File: src/rtl/div_sequencer.sv
// div_sequencer: multi-cycle radix-2 restoring divider sequencer for DIV/DIVU.
// Retires one quotient bit per cycle over WIDTH cycles. It stalls the pipeline
// while running and strobes the quotient (LO) and remainder (HI) for one cycle.
// Optional build macro DIV_ZERO_FASTPATH_EN: a divide by zero skips the
// iterations and goes straight to DONE.
module div_sequencer #(
    parameter int unsigned WIDTH = 32
) (
    input  logic             clk,
    input  logic             resetn,
    input  logic             start_i,
    input  logic             signed_i,
    input  logic [WIDTH-1:0] dividend_i,
    input  logic [WIDTH-1:0] divisor_i,
    input  logic             flush_i,
    output logic             stall_o,
    output logic             busy_o,
    output logic             valid_o,
    output logic [WIDTH-1:0] quotient_o,
    output logic [WIDTH-1:0] remainder_o
);

    localparam int unsigned CNT_W = (WIDTH > 1) ? $clog2(WIDTH) : 1;
    localparam logic [CNT_W-1:0] LAST_ITER = CNT_W'(WIDTH - 1);

    typedef enum logic [1:0] {
        IDLE = 2'd0,
        BUSY = 2'd1,
        DONE = 2'd2
    } state_e;

    state_e             state_q, state_d;
    logic [CNT_W-1:0]   cnt_q, cnt_d;
    logic [WIDTH-1:0]   dvnd_q, dvnd_d;      // dividend magnitude; quotient bits shift in at the bottom
    logic [WIDTH-1:0]   dvsr_q, dvsr_d;      // divisor magnitude
    logic [WIDTH-1:0]   prem_q, prem_d;      // partial remainder
    logic               qneg_q, qneg_d;
    logic               rneg_q, rneg_d;
    logic [WIDTH-1:0]   quotient_q, quotient_d;
    logic [WIDTH-1:0]   remainder_q, remainder_d;

    logic               stall_c;
    logic               busy_c;
    logic               valid_c;

    logic               dividend_neg;
    logic               divisor_neg;
    logic [WIDTH-1:0]   dividend_mag;
    logic [WIDTH-1:0]   divisor_mag;
    logic [WIDTH:0]     shifted;
    logic [WIDTH:0]     trial;
    logic               qbit;
    logic [WIDTH-1:0]   prem_next;
    logic [WIDTH-1:0]   dvnd_next;

    // Two's-complement negate when n is set.
    function automatic logic [WIDTH-1:0] neg_if(input logic n, input logic [WIDTH-1:0] v);
        return n ? (~v + WIDTH'(1)) : v;
    endfunction

    // Operand signs and magnitudes; unsigned requests are taken raw.
    always_comb begin
        dividend_neg = signed_i & dividend_i[WIDTH-1];
        divisor_neg  = signed_i & divisor_i[WIDTH-1];
        dividend_mag = neg_if(dividend_neg, dividend_i);
        divisor_mag  = neg_if(divisor_neg, divisor_i);
    end

    // One restoring step: shift, trial-subtract in WIDTH+1 bits, keep or restore.
    always_comb begin
        shifted   = {prem_q, dvnd_q[WIDTH-1]};
        trial     = shifted - {1'b0, dvsr_q};
        qbit      = ~trial[WIDTH];
        prem_next = qbit ? trial[WIDTH-1:0] : shifted[WIDTH-1:0];
        dvnd_next = {dvnd_q[WIDTH-2:0], qbit};
    end

    // Next-state and datapath control.
    always_comb begin
        state_d     = state_q;
        cnt_d       = cnt_q;
        dvnd_d      = dvnd_q;
        dvsr_d      = dvsr_q;
        prem_d      = prem_q;
        qneg_d      = qneg_q;
        rneg_d      = rneg_q;
        quotient_d  = quotient_q;
        remainder_d = remainder_q;
        stall_c     = 1'b0;
        busy_c      = (state_q != IDLE);
        valid_c     = 1'b0;

        case (state_q)
            IDLE: begin
                if (start_i && !flush_i) begin
                    stall_c = 1'b1;
                    dvnd_d  = dividend_mag;
                    dvsr_d  = divisor_mag;
                    prem_d  = '0;
                    cnt_d   = '0;
                    qneg_d  = dividend_neg ^ divisor_neg;
                    rneg_d  = dividend_neg;
`ifdef DIV_ZERO_FASTPATH_EN
                    if (divisor_i == '0) begin
                        // Same result the full iteration would produce: all-ones quotient, dividend remainder.
                        state_d     = DONE;
                        quotient_d  = neg_if(dividend_neg ^ divisor_neg, '1);
                        remainder_d = neg_if(dividend_neg, dividend_mag);
                    end else begin
                        state_d = BUSY;
                    end
`else
                    state_d = BUSY;
`endif
                end
            end
            BUSY: begin
                stall_c = 1'b1;
                if (flush_i) begin
                    state_d = IDLE;
                end else begin
                    dvnd_d = dvnd_next;
                    prem_d = prem_next;
                    cnt_d  = cnt_q + CNT_W'(1);
                    if (cnt_q == LAST_ITER) begin
                        state_d     = DONE;
                        quotient_d  = neg_if(qneg_q, dvnd_next);
                        remainder_d = neg_if(rneg_q, prem_next);
                    end
                end
            end
            DONE: begin
                valid_c = ~flush_i;
                state_d = IDLE;
            end
            default: begin
                state_d = IDLE;
            end
        endcase
    end

    // State register.
    always_ff @(posedge clk) begin
        if (!resetn) begin
            state_q <= IDLE;
        end else begin
            state_q <= state_d;
        end
    end

    // Datapath and result registers.
    always_ff @(posedge clk) begin
        if (!resetn) begin
            cnt_q       <= '0;
            dvnd_q      <= '0;
            dvsr_q      <= '0;
            prem_q      <= '0;
            qneg_q      <= 1'b0;
            rneg_q      <= 1'b0;
            quotient_q  <= '0;
            remainder_q <= '0;
        end else begin
            cnt_q       <= cnt_d;
            dvnd_q      <= dvnd_d;
            dvsr_q      <= dvsr_d;
            prem_q      <= prem_d;
            qneg_q      <= qneg_d;
            rneg_q      <= rneg_d;
            quotient_q  <= quotient_d;
            remainder_q <= remainder_d;
        end
    end

    // Stall and strobe must react within the request/flush cycle, so they are decoded from state.
    assign stall_o     = stall_c;
    assign busy_o      = busy_c;
    assign valid_o     = valid_c;
    assign quotient_o  = quotient_q;
    assign remainder_o = remainder_q;

endmodule

File: config.mk
export PLATFORM = sky130hd
export DESIGN_NAME = div_sequencer
export DESIGN_NICKNAME = d
export VERILOG_FILES = /design/src/rtl/div_sequencer.sv
export SDC_FILE = /design/constraint.sdc
export NUM_CORES = 1
export LEC_CHECK = 0
export BUFFER_PORTS_ARGS = -buffer_cell sky130_fd_sc_hd__buf_4
export CORE_AREA = 3 3 110 217
export DETAILED_ROUTE_END_ITERATION = 12
export DIE_AREA = 0 0 113 220
export GPL_ROUTABILITY_DRIVEN = 0
export PLACE_DENSITY = 0.75
export SLEW_MARGIN = 20
export SYNTH_ARGS = -nofsm -noshare
export SYNTH_HDL_FRONTEND = slang
export SYNTH_SLANG_ARGS = --single-unit
File: constraint.sdc
create_clock -name clk -period 6.9 [get_ports clk]
set_input_delay 1.725 -clock clk [delete_from_list [all_inputs] [get_ports clk]]
set_output_delay 1.725 -clock clk [all_outputs]
set_load 0.02 [all_outputs]
==> results.py <==
metrics = {
    "timing": {
        "fmax_ghz": 0.1807,
        "tns_ps": 0,
        "slew_headroom": 0.2360,
        "setup_violations": 0,
        "period_minus_slack_ps": 5534,
        "fin_worst_skew_ps": 17.38,
        "setup_ws_ps": 1366,
        "hold_viol": 0,
        "grt_setup_unrepaired": "no",
        "worst-slew-pin-transition_ps": 1144,
        "drv_slew": 0,
        "fin_crit_sh": 0.8021,
    },
    "floorplanning": {
        "fp.dieH_um": 220,
        "die_w_um": 113,
        "start_util": 0.5148,
        "dieArea_sq_um": 24860,
        "core_area_sq_um": 22350,
        "num_rows": 77,
        "io-pin-count": 136,
    },
    "route": {
        "dr.first_iter.drc_count": 803,
        "vias": 11810,
        "dr.pass1.iters": 8,
        "remaining_drc_errors": 0,
        "avgViaCountPerCell": 6.287,
        "avgRoutedWirePerCell_um": 20.30,
        "routed_wl_mm": 38.13,
        "antenna_left": 0,
    },
    "global_route": {
        "grt_pass1_vias": 11730,
        "grt_pass1_wl_mm": 59.51,
        "grt_max_degree": 78,
        "antenna_found_initial": 0,
        "grt_use_total": 0.3059,
        "grt-ovfl-total": 0,
    },
    "setup_path": {
        "start_kind": "flip-flop",
        "cp-end-kind": "flip-flop",
        "path_max_fanout": 36,
        "path_class": "flip-flop to flip-flop",
        "arrival_ps": 5870,
        "required_ps": 7230,
    },
    "logic_synthesis": {
        "ys_types": 79,
        "synth_seq_cells": 169,
        "yosys_warnings": 0,
        "avgSynthCellArea_sq_um": 7.565,
        "yosys_most_used_dff": "dfxtp_1",
        "syn_nets": 1629,
        "synth_top_area_cell": "dfxtp_1",
        "synth_top_cells_by_area": "dfxtp_1, a21oi_1, nor2_1",
        "synth-edff-count": 0,
        "netlist.area_leader.share": 0.2940,
        "yosysSeqAreaShare": 0.2940,
        "synthCells": 1521,
        "async_flop_share": 0,
        "syn_area_sq_um": 11510,
    },
    "layout": {
        "nets": 1697,
        "final_cell_mix": "nor2_1, dfxtp_1, nand2_1",
        "diodes": 0,
        "drive_gt1_frac": 0.1330,
        "syn2layout_area_growth_pct": 14.61,
        "layout_commonest_cell": "nor2_1",
        "fillerInstances": 2100,
        "final_cells": 1878,
    },
    "clock_tree": {
        "ctsResizeCount": 0,
        "ctsHoldBuffers": 0,
        "htree_num_levels": 4,
        "clk_latency_ps": 450,
        "clock_path_buffers": 2,
        "cts_buffers": 17,
        "postCtsSetupRepairBufs": 0,
        "clock_sinks": 169,
        "cts_root_buf": "clkbuf_16",
        "path_clk_slew_ps": 80,
        "cts_tree": "done",
    },
    "placement": {
        "port_buffers": 135,
        "dp_slack_ps": 1513,
        "place_hpwl_mm": 28.13,
        "placedCellCount": 1846,
    },
    "job": {
        "max_cap_violations": 0,
    },
    "power_and_ir_drop": {
        "power_leakage_nw": 5.131,
        "power_density_nw_per_um2": 194.8,
        "peakVddDrop_mv": 0.1617,
    },
    "run_status": {
        "status": "completed",
    },
    "hold_path": {
        "hold_class": "flip-flop to flip-flop",
    },
}
-- area by class of cell --
class,count,area (sq um),area share
multi-input cells,1199,7531,0.5711
flip-flops and latches,169,3383,0.2565
repair buffers,145,1089,0.08254
clock buffers,17,425.4,0.03226
well taps,276,345.3,0.02619
inverters,57,216.5,0.01641
clock inverters,15,197.7,0.01499
-- cell usage after synthesis, types with 5 or more instances --
cell type    n
a211oi_1    58
a21o_1       7
a21oi_1    142
a22oi_1     52
a311oi_1     7
a31oi_1     12
a32oi_1      5
and2_1      17
and3_1      14
buf_1       10
buf_2       16
clkbuf_1    68
dfxtp_1    169
ha_1        38
inv_1       55
mux2i_1     21
nand2_1    159
nand2b_1     8
nand3_1     29
nand3b_1     8
nand4_1     19
nor2_1     179
nor2b_1     13
nor3_1      25
nor4_1      14
o211ai_1     7
o21a_1      16
o21ai_0     80
o21ai_1      7
o31ai_1     27
o41ai_1     13
or3_1       17
or4_1       11
xnor2_1     52
xor2_1      68
-- routing by layer --
layer / track usage / wire [um] / vias to the layer above
li1: - / - / 5643
met1: 0.2805 / 12170 / 5478
met2: 0.5778 / 20700 / 480
met3: 0.03875 / 1580 / 206
met4: 0.2639 / 3680 / 0
met5: 0 / 0 / -
-- worst paths after layout --
kind | to | cells past startpoint | from | slack [ps]
setup reg to reg | remainder_o[24] | 20 | prem_q[8] | 1370
setup / recovery | remainder_o[24] | 20 | prem_q[8] | 1370
hold reg to reg | quotient_o[31] | 2 | quotient_o[31] | 450
hold / removal | quotient_o[31] | 2 | quotient_o[31] | 450
-- flip-flops by register name, indices dropped and copies added (netlist names), 2 cells and up --
register,cells
dvsr_q,32
state_q,2
prem_q,32
remainder_o,32
cnt_q,5
quotient_o,32
dvnd_q,32
-- through the flow --
step / area (sq um) / hold slack, ps / total power, mW / utilization
6_report: 13190 / 452.3 / 2.570 / 0.5900
5_1_grt: 13190 / 482.9 / 2.666 / 0.5900
4_1_cts: 13190 / 454.5 / 2.559 / 0.5900
3_5_place_dp: 12560 / 444.6 / 1.555 / 0.5621
3_3_place_gp: 12560 / 442.8 / 1.547 / 0.5621
2_1_floorplan: 11510 / 436.3 / 1.396 / -
-- power by group --
group | switching, mW | internal [mW]
clock network | 0.492 | 0.528
logic | 0.335 | 0.188
registers | 0.0269 | 1.00
total | 0.853 | 1.72
-- critical path: stages (launching register included) --
cell and delay, ps:
dfxtp_1 440, ha_1 520, nand2_1 170, a2111oi_4 410, o21ai_2 160, a2111oi_4 500
o21a_4 250, nor2_4 60, inv_2 80, buf_4 360, nor2_1 80, a21oi_1 250
ha_1 290, nand2_1 80, a311oi_1 310, nand4_1 130, o21ai_0 240, o21ai_1 330
nor4_2 510, a211o_1 190, nand3_1 60
-- cell families (layout without fill, tap and decap cells) --
family                   after synthesis  after routing  share of synthesized area
adder cells (fa/ha/maj)               39             39                    0.04306
AND/OR/NAND/NOR                      531            531                     0.2162
multiplexers                          23             23                    0.02023
XOR/XNOR                             120            120                    0.09134
buffers and inverters                153            234                    0.05241
flip-flops                           169            169                     0.2940
AO/OA/AOI/OAI                        486            486                     0.2827
Power figures use the tool's default switching activity.
